<file path="config.mk">
export PLATFORM = sky130hd
export DESIGN_NAME = tlp_tx_arb_n
export DESIGN_NICKNAME = d
export VERILOG_FILES = /design/src/rtl/tlp_tx_arb_n.sv
export SDC_FILE = /design/constraint.sdc
export NUM_CORES = 1
export LEC_CHECK = 0
export ABC_AREA = 1
export ABC_CLOCK_PERIOD_IN_PS = 2009
export CORE_AREA = 3 3 95 97
export CTS_BUF_LIST = sky130_fd_sc_hd__clkbuf_8 sky130_fd_sc_hd__clkbuf_16
export DETAILED_ROUTE_END_ITERATION = 8
export DIE_AREA = 0 0 98 100
export GPL_TIMING_DRIVEN = 0
export MAX_ROUTING_LAYER = met4
export PLACE_DENSITY = 0.7
export SLEW_MARGIN = 25
export SYNTH_ARGS = -nofsm -noshare
export SYNTH_HDL_FRONTEND = slang
export SYNTH_SLANG_ARGS = --single-unit
</file>
<file path="constraint.sdc">
create_clock -name pcie_clk -period 2.01 [get_ports pcie_clk]
set_input_delay 0.402 -clock pcie_clk [delete_from_list [all_inputs] [get_ports pcie_clk]]
set_output_delay 0.402 -clock pcie_clk [all_outputs]
set_load 0.01 [all_outputs]
</file>
<file path="src/rtl/tlp_tx_arb_n.sv">
// tlp_tx_arb_n: N-channel TLP transmit arbiter for the PCIe TX path.
// Merges N_CH AXI-Stream TLP sources onto one PCIe core TX interface.
// Each source asks for the output with req and is granted it with ack.
// A grant lasts exactly one packet. A grant whose first beat never arrives
// is revoked after ARB_TIMEOUT idle cycles. The data path is a pure
// combinational mux, so the block adds no latency and holds no data.
module tlp_tx_arb_n #(
    parameter int    N_CH         = 2,
    parameter int    C_DATA_WIDTH = 64,
    parameter int    KEEP_WIDTH   = C_DATA_WIDTH / 8,
    parameter string MODE         = "RR",
    parameter int    ARB_TIMEOUT  = 256,
    parameter int    GW           = (N_CH > 1) ? $clog2(N_CH) : 1
) (
    input  logic                         pcie_clk,
    input  logic                         pcie_rst,
    input  logic [N_CH-1:0]              pcie_txi_req,
    output logic [N_CH-1:0]              pcie_txi_ack,
    output logic [N_CH-1:0]              pcie_txi_tready,
    input  logic [N_CH-1:0]              pcie_txi_tvalid,
    input  logic [N_CH-1:0]              pcie_txi_tlast,
    input  logic [N_CH*KEEP_WIDTH-1:0]   pcie_txi_tkeep,
    input  logic [N_CH*C_DATA_WIDTH-1:0] pcie_txi_tdata,
    input  logic [N_CH*4-1:0]            pcie_txi_tuser,
    input  logic                         pcie_tx_tready,
    output logic                         pcie_tx_tvalid,
    output logic                         pcie_tx_tlast,
    output logic [KEEP_WIDTH-1:0]        pcie_tx_tkeep,
    output logic [C_DATA_WIDTH-1:0]      pcie_tx_tdata,
    output logic [3:0]                   pcie_tx_tuser,
    output logic                         grant_valid,
    output logic [GW-1:0]                grant_id,
    output logic                         arb_timeout
);

    localparam logic [0:0] ST_IDLE = 1'b0;
    localparam logic [0:0] ST_XFER = 1'b1;

    localparam bit IS_FIXED = (MODE == "FIXED");
    localparam bit TO_EN    = (ARB_TIMEOUT > 0);
    localparam int CW       = (ARB_TIMEOUT > 1) ? $clog2(ARB_TIMEOUT) : 1;
    localparam logic [CW-1:0] TO_LAST = TO_EN ? CW'(ARB_TIMEOUT - 1) : '0;

    logic [0:0]    state_q, state_d;
    logic [GW-1:0] grant_id_q, grant_id_d;
    logic [GW-1:0] last_id_q, last_id_d;
    logic [CW-1:0] cnt_q, cnt_d;
    logic          started_q, started_d;
    logic          arb_timeout_q, arb_timeout_d;

    logic          out_en;
    logic          beat_hs;
    logic [GW-1:0] winner;

    // Fixed priority scans upward from channel 0. Round-robin scans upward
    // from the channel after the last owner and wraps. The caller only uses
    // the result when at least one req bit is set.
    function automatic logic [GW-1:0] pick_winner(input logic [N_CH-1:0] req,
                                                  input logic [GW-1:0]   last);
        logic [GW-1:0] w;
        logic          found;
        int            idx;
        w     = '0;
        found = 1'b0;
        for (int k = 0; k < N_CH; k++) begin
            if (IS_FIXED) begin
                idx = k;
            end else begin
                idx = int'(last) + 1 + k;
                if (idx >= N_CH) idx = idx - N_CH;
            end
            if (!found && req[idx[GW-1:0]]) begin
                w     = idx[GW-1:0];
                found = 1'b1;
            end
        end
        return w;
    endfunction

    assign winner      = pick_winner(pcie_txi_req, last_id_q);
    assign out_en      = (state_q == ST_XFER) && !pcie_rst;
    assign grant_valid = (state_q == ST_XFER);
    assign grant_id    = grant_id_q;
    assign arb_timeout = arb_timeout_q;
    assign pcie_txi_ack = grant_valid ? (N_CH'(1) << grant_id_q) : '0;
    assign beat_hs     = pcie_tx_tvalid && pcie_tx_tready;

    // Output mux: route the owning channel straight through; everything is quiet when idle or in reset.
    always_comb begin
        pcie_tx_tvalid  = 1'b0;
        pcie_tx_tlast   = 1'b0;
        pcie_tx_tkeep   = '0;
        pcie_tx_tdata   = '0;
        pcie_tx_tuser   = '0;
        pcie_txi_tready = '0;
        if (out_en) begin
            pcie_tx_tvalid  = pcie_txi_tvalid[grant_id_q];
            pcie_tx_tlast   = pcie_txi_tlast[grant_id_q];
            pcie_tx_tkeep   = pcie_txi_tkeep[grant_id_q*KEEP_WIDTH +: KEEP_WIDTH];
            pcie_tx_tdata   = pcie_txi_tdata[grant_id_q*C_DATA_WIDTH +: C_DATA_WIDTH];
            pcie_tx_tuser   = pcie_txi_tuser[grant_id_q*4 +: 4];
            pcie_txi_tready = N_CH'(pcie_tx_tready) << grant_id_q;
        end
    end

    // Ownership control: grant from IDLE, release on tlast handshake or on an unused-grant timeout.
    always_comb begin
        state_d       = state_q;
        grant_id_d    = grant_id_q;
        last_id_d     = last_id_q;
        cnt_d         = cnt_q;
        started_d     = started_q;
        arb_timeout_d = 1'b0;
        case (state_q)
            ST_IDLE: begin
                if (|pcie_txi_req) begin
                    state_d    = ST_XFER;
                    grant_id_d = winner;
                    cnt_d      = '0;
                    started_d  = 1'b0;
                end
            end
            ST_XFER: begin
                if (beat_hs && pcie_tx_tlast) begin
                    state_d   = ST_IDLE;
                    last_id_d = grant_id_q;
                end else if (TO_EN && !started_q && !beat_hs && (cnt_q == TO_LAST)) begin
                    state_d       = ST_IDLE;
                    last_id_d     = grant_id_q;
                    arb_timeout_d = 1'b1;
                end else if (beat_hs) begin
                    started_d = 1'b1;
                end else if (TO_EN && !started_q) begin
                    cnt_d = cnt_q + CW'(1);
                end
            end
            default: begin
                state_d = ST_IDLE;
            end
        endcase
    end

    // State registers; reset abandons any packet in flight and restarts round-robin at channel 0.
    always_ff @(posedge pcie_clk) begin
        if (pcie_rst) begin
            state_q       <= ST_IDLE;
            grant_id_q    <= '0;
            last_id_q     <= GW'(N_CH - 1);
            cnt_q         <= '0;
            started_q     <= 1'b0;
            arb_timeout_q <= 1'b0;
        end else begin
            state_q       <= state_d;
            grant_id_q    <= grant_id_d;
            last_id_q     <= last_id_d;
            cnt_q         <= cnt_d;
            started_q     <= started_d;
            arb_timeout_q <= arb_timeout_d;
        end
    end

endmodule

</file>
After elaboration in Yosys (flattened, before gate mapping)
Cells that the tools add are included.
- register bits: 13
- output and inout port bits: 85
- logic and storage cells: 84
- bits of input ports: 161
- equality and inequality tests: 7
- muxes and demuxes: 38
- reductions and logical operators: 17
- $add $sub $neg: 5
- $lt $le $gt $ge: 5
- bitwise logic cells: 1
- shifts and indexed selects: 5
- operators by type and width (cell ; count):
    128-bit by 8-bit indexed part select with 64-bit output ; 1
    64-bit 2-to-1 mux ; 1
    8-bit 2-to-1 mux ; 6
    1-bit 2-to-1 mux ; 25
    8-bit one-hot mux with 2 select lines ; 1
    16-bit by 5-bit indexed part select with 8-bit output ; 1
    2-bit inequality test (second input constant) ; 5
    8-bit by 1-bit adder with 8-bit output (second input constant) ; 1
    8-bit == test (second input constant) ; 1
    8-bit by 4-bit indexed part select with 4-bit output ; 1
    1-bit logical AND ; 6
    1-bit by 2-bit < comparator with 1-bit output (second input constant) ; 3
    5-bit AND reduction ; 1
    1-bit zero test ; 4
    2-bit 2-to-1 mux ; 2
    4-bit 2-to-1 mux ; 1
    1-bit one-hot mux with 2 select lines ; 2
    2-bit AND reduction ; 2
    4-bit AND reduction ; 1
    2-bit by 1-bit adder with 3-bit output (second input constant) ; 1
    3-bit by 2-bit >= comparator with 1-bit output (second input constant) ; 1
    3-bit OR reduction ; 1
    1-bit by 1-bit adder with 2-bit output (second input constant) ; 1
    2-bit >= comparator (second input constant) ; 1
    7 further kinds ; 8

Longest topological paths before layout
Gate-level depths: netlist (run 1).
- depth in word-level cells: 10
- gate-level depth with buffers: 10

Least setup slack after synthesis (run 1)
No wires, ideal clock.
- path kind: input -> output
- from: in pcie_rst
- to: out pcie_tx_tdata[34]
- cell stages on the path: 6
- path buffers: 3
- arrival time: 1.317 ns
- setup slack: 0.291 ns
- required time: 1.608 ns
- path through: buf_2 -> nor2_4 -> inv_2 -> buf_2 -> buf_2 -> a21oi_1
- longest elaborated chain between the ends: 3
- ends and longest elaborated chain (element ; line ; RTL):
    start: declaration ; 16 ; input logic pcie_rst,
    1-bit zero test ; 81 ; assign out_en = (state_q == ST_XFER) && !pcie_rst;
    1-bit logical AND ; 81 ;
    64-bit 2-to-1 mux ; 96 ; if (out_en) begin
    end: declaration ; 29 ; output logic [C_DATA_WIDTH-1:0] pcie_tx_tdata,
No other way between the ends.

Final worst setup path (run 1)
- from: reg state_q, in the netlist grant_valid
- to: out pcie_tx_tdata[48]
- longest elaborated chain between the ends: 2
- ends and longest elaborated chain (element ; line ; RTL):
    start: declaration ; 44 ; logic [0:0] state_q, state_d;
    start signal: assignment ; 153 ; state_q <= state_d;
    1-bit logical AND ; 81 ;
    64-bit 2-to-1 mux ; 96 ;
No other way between the ends.

==> results of run 1 <==
sequential cells by signal, summed over array words and instances (netlist names):
signal	count
cnt_q	8
started_q	1
grant_id	1
last_id_q	1
grant_valid	1
arb_timeout	1
layout by cell type (no fill, tap or decap), types with 2 or more instances in the layout:
master and count:
nor2_1 13, inv_2 3, nand2_4 3, clkbuf_8 3, dlygate4sd2_1 39, clkdlybuf4s15_1 9
inv_1 12, buf_4 14, clkbuf_4 10, nor2_4 2, clkdlybuf4s50_1 163, clkdlybuf4s15_2 3
buf_2 16, dfxtp_1 11, nor3_1 2, xor2_1 2, clkbuf_2 16, a21oi_1 79
nand3_1 15, nand2_1 192, a21oi_2 5, buf_6 3
layer usage:
layer	share of wire	GRT usage	vias to the layer above
met1	0.42	0.283	1495
li1	-	-	1706
met3	0.083	0.0570	14
met4	0.018	0.0405	0
met5	0	-	-
met2	0.48	0.387	158
power breakdown:
| part | internal [mW] | switching [mW] |
|---|---|---|
| Clock | 0.135 | 0.0952 |
| Sequential | 0.263 | 0.00660 |
| Combinational | 0.443 | 0.309 |
| Total | 0.841 | 0.411 |
area by class of cell:
class	count	area, sq um
clock buffers	3	41.3
clock inverters	1	3.75
plain buffers	27	206
fillers	846	3780
multi-input cells	322	1460
inverters	15	58.8
repair buffers	247	2280
well taps	105	131
flip-flops and latches	13	265
cell families (layout without fill, tap and decap cells):
group                    Yosys count  count (layout)  synth area share
XOR/XNOR                           3               3            0.0140
adder cells (fa/ha/maj)            1               1           0.00667
AND/OR/NAND/NOR                  232             232             0.515
flip-flops                        13              13             0.139
AO/OA/AOI/OAI                     86              86             0.233
buffers and inverters             42             293            0.0921
timing repair:
item	in CTS	in global routing
setup endpoints to repair	82	37
endpoints found under the hold margin	0	0
hold buffers	0	0
buffers inserted	2	1
pin swaps	0	0
gates resized for setup	180	43
final timing paths:
kind                            cells after the start           endpoint  slack (ns)        start
worst min-delay path                                2           cnt_q[5]        0.43     pcie_rst
worst max register to register                      8           cnt_q[2]        0.27     cnt_q[0]
worst max-delay path                                7  pcie_tx_tdata[48]        0.09  grant_valid
worst min register to register                      2           cnt_q[1]        0.49     cnt_q[1]
worst max-delay path: stages (launching register included):
cell and delay [ns]:
dfxtp_4 0.35, inv_2 0.06, nor2_4 0.13, inv_4 0.08, buf_4 0.18, buf_4 0.18
a21oi_1 0.14, buf_2 0.15
==> impl_metrics.json, run 1 <==
{
  "status": "complete, no violations",
  "route.antenna.remaining_nets": 0,
  "place_inst": 726,
  "p_leak_nw": 2.13,
  "die_w_microns": 98,
  "routed_wl_mm": 11.8,
  "synth.ff_latch_count": 13,
  "cp_data_required_time_ns": 1.61,
  "cts_buffer_depth": 2,
  "route.detailed.drc": 0,
  "tns_ns": 0,
  "final.min_clock_period_ns": 1.92,
  "timing.final.crit_share": 0.956,
  "wire_per_inst_microns": 16.0,
  "synthTopCellsByCount": "nand2_1, a21oi_1, nand3_1",
  "die_area_sq_um": 9800,
  "place_worst_setup_slack_ns": -0.388,
  "peakVddDrop_mv": 0.255,
  "vias_per_cell": 4.60,
  "cp.arrival_ns": 1.52,
  "insertion_delay_ns": 0.24,
  "track_usage": 0.230,
  "grt_pass1_vias": 3305,
  "final_area_sq_um": 4440,
  "io_pins": 246,
  "hold_ws_ns": 0.433,
  "crit_type": "reg2out",
  "cp_max_fo": 10,
  "cts_tree": "built",
  "yosysTopAreaCell": "nand2_1",
  "yosysWarnings": 0,
  "clkTransAtPathRegs_ns": 0.06,
  "finalClockSkew_ns": 0.00534,
  "overflow": 0,
  "maxCapViolCount": 0,
  "dp_hpwl_mm": 9.82,
  "antenna_found_initial": 0,
  "cts_inserted_buffers": 3,
  "synth_seq_area_share": 0.139,
  "synthTopCellsByArea": "nand2_1, a21oi_1, dfxtp_1",
  "syn_avg_cell_area_sq_um": 4.97,
  "drtPass1Iterations": 4,
  "cts_sinks": 13,
  "synth_cells": 377,
  "finalHoldViolCount": 0,
  "synth.most_common_cell": "nand2_1",
  "numPortBuffers": 244,
  "maxSlewHeadroom": 0.836,
  "die-height_microns": 100,
  "setup_viol_count_final": 0,
  "antenna-diode-count": 0,
  "drive_above_1_share": 0.134,
  "power_mw": 1.25,
  "rows": 33,
  "async_flop_share": 0,
  "drt_iter0_drc": 56,
  "core_area_sq_um": 8220,
  "max_freq_mhz": 520,
  "slew_viol_final": 0,
  "synth_nets": 539,
  "rsz0062_at_grt": "false",
  "synth_top_flop_cell": "dfxtp_1",
  "cp-end-kind": "primary output",
  "tightest_slew_ns": 0.245,
  "gp_congestion": 0.908,
  "area_growth_syn_to_layout_pct": 137,
  "via_count": 3373,
  "finalNonFillerCells": 733,
  "final_util": 0.540,
  "fin_ws_ns": 0.0883,
  "grt_max_degree": 11,
  "yosysUniqueCellTypes": 25,
  "synth_top_area_frac": 0.385,
  "cts_root_buf": "clkbuf_8",
  "grt_pass1_wl_mm": 17.8,
  "synth_edf_count": 0,
  "start_util": 0.228,
  "placed_area_sq_um": 4450,
  "start_kind": "flip-flop",
  "syn-cell-area_sq_um": 1870,
  "nNetsFinal": 791,
  "hold_path_class": "in2reg",
  "power_density_nw_per_um2": 282,
  "cts.htree.levels": 1
}
No activity file was read; power rests on OpenSTA's default activity.
==> run 2: changes to the inputs <==
CORE_AREA = 4 4 100 83   (was 3 3 95 97)
DIE_AREA = 0 0 104 87   (was 0 0 98 100)
PLACE_DENSITY = 0.79   (was 0.7)
==> run 2 against run 1 <==
Hold slack improved by 0.058 ns. Maximum frequency shrank 1.6%. Clock power shrank 3%. Combinational power is 2% lower. Critical path depth shrank 3. First-iteration DRC count grew to 2.8 times the previous value. Global-route usage decreased by 0.45 points. Sequential share of layout area grew 0.077 points. Largest power group unchanged. Largest cell class unchanged.
==> impl_metrics.json, run 2 (synthesis gave the netlist of run 1 again) <==
{
  "cts_inserted_buffers": 3,
  "route.antenna.remaining_nets": 0,
  "die_w_microns": 104,
  "power_density_nw_per_um2": 281,
  "peakVddDrop_mv": 0.291,
  "reg2regPathDepth": 7,
  "route.detailed.drc": 0,
  "insertion_delay_ns": 0.24,
  "nFillCells": 701,
  "antenna_found_initial": 0,
  "die_area_sq_um": 9050,
  "maxCapViolCount": 0,
  "grt_max_degree": 11,
  "setup_viol_count_final": 0,
  "via_count": 3388,
  "cts_sinks": 13,
  "track_usage": 0.225,
  "overflow": 0,
  "cts_tree": "built",
  "ff2ff_setup_slack_ns": 0.24,
  "wire_per_inst_microns": 15.4,
  "dp_hpwl_mm": 9.45,
  "numPortBuffers": 244,
  "finalHoldViolCount": 0,
  "timing.final.crit_share": 0.972,
  "cp-endpoint": "pcie_txi_ack[0]",
  "multi_input_area_sq_um": 1440,
  "rsz0062_at_grt": "false",
  "internal-power_mw": 0.837,
  "crit_type": "reg2out",
  "status": "complete, no violations",
  "power_mw": 1.23,
  "start_kind": "flip-flop",
  "register_area_sq_um": 265,
  "gp_congestion": 0.881,
  "grt_pass1_wl_mm": 16.2,
  "cp.arrival_ns": 1.55,
  "power_switching_mw": 0.395,
  "antenna-diode-count": 0,
  "drtPass1Iterations": 4,
  "finalClockSkew_ns": 0.00175,
  "tightest_slew_ns": 0.258,
  "r2r_end": "cnt_q[1]",
  "regMostFlops": "cnt_q",
  "p_seq_frac": 0.219,
  "rows": 28,
  "cp-end-kind": "primary output",
  "p_clk_frac": 0.181,
  "drive_above_1_share": 0.124,
  "comb_power_share": 0.601,
  "r2r_start": "cnt_q[0]",
  "final_cell_mix": "nand2_1, clkdlybuf4s50_1, a21oi_1, dlygate4sd2_1, buf_2",
  "cts_buffer_depth": 2,
  "grt_pass1_vias": 3234,
  "final.min_clock_period_ns": 1.95,
  "clkTransAtPathRegs_ns": 0.05,
  "cp_max_fo": 10,
  "die-height_microns": 87,
  "crit_path_start": "grant_id",
  "maxSlewHeadroom": 0.828,
  "final_area_sq_um": 4380,
  "io_pins": 246,
  "netSwitchingFraction": 0.321,
  "largest_reg_flops": 8,
  "drt_iter0_drc": 155,
  "core_area_sq_um": 7290,
  "final_util": 0.602,
  "tns_ns": 0,
  "placed_area_sq_um": 4430,
  "slew_viol_final": 0,
  "cp_data_required_time_ns": 1.61,
  "start_util": 0.257,
  "vias_per_cell": 4.72,
  "cts_root_buf": "clkbuf_8",
  "area_growth_syn_to_layout_pct": 134,
  "p_leak_nw": 2.15,
  "routed_wl_mm": 11.0,
  "max_freq_mhz": 512,
  "hold_start": "last_id_q",
  "cts.htree.levels": 1,
  "nNetsFinal": 791,
  "hold_path_class": "reg2reg",
  "final_common_cell": "nand2_1"
}
[run 2: cell count changes in the layout (fill, tap and decap cells not counted), sizes merged]
cell | before | now
clkdlybuf4s50 | 163 | 164
dlygate4sd2 | 39 | 49
clkdlybuf4s15 | 12 | 1
clkbuf | 29 | 27
buf | 33 | 36
dlymetal6s2s | 1 | 0
[run 2: per-layer routing]
metal	up-vias	global-route usage	share of wire
met3	18	0.0504	0.076
met5	-	-	0
met2	157	0.429	0.52
met4	0	0.0423	0.021
li1	1708	-	-
met1	1505	0.243	0.39
[run 2: how the worst min path moves through the flow]
stage	endpoint	cells after the start
2_1_floorplan	last_id_q	2
3_3_place_gp	last_id_q	2
3_5_place_dp	last_id_q	2
4_1_cts	last_id_q	2
5_1_grt	last_id_q	2
6_report	last_id_q	2
[run 2: area by class of cell]
cell class / count / area share
clock inverters: 1 / 0.000856
clock buffers: 3 / 0.00942
repair buffers: 247 / 0.514
flip-flops and latches: 13 / 0.0605
plain buffers: 27 / 0.0474
multi-input cells: 322 / 0.329
well taps: 90 / 0.0257
inverters: 15 / 0.0134
[run 2: stage by stage]
step,hold slack (ns),setup slack (ns),std cells
2_1_floorplan,0.429,0.291,377
3_3_place_gp,0.452,-0.377,711
3_5_place_dp,0.477,-0.386,711
4_1_cts,0.490,0.0283,718
5_1_grt,0.515,0.00882,718
6_report,0.491,0.0570,718
[run 2: timing repair]
action / in CTS / in global routing
gates resized for setup: 183 / 25
endpoints found under the setup margin: 82 / 20
pin swaps: 1 / 0
setup buffers: 3 / 0
hold buffers: 0 / 0
[run 2: power groups by stage]
stage               Clock, mW  Combinational (mW)  Sequential [mW]
floorplan                   0               0.251            0.276
global placement            0               0.760            0.276
detailed placement          0               0.771            0.277
CTS                     0.228               0.744            0.269
global route            0.241               0.796            0.271
finish                  0.223               0.740            0.270
[run 2: worst max-delay path, stage by stage, from the launching register on]
cell             delay [ns]
dfxtp_2                0.34
buf_8                  0.15
buf_4                  0.17
nor2_1                 0.10
clkdlybuf4s50_1        0.54
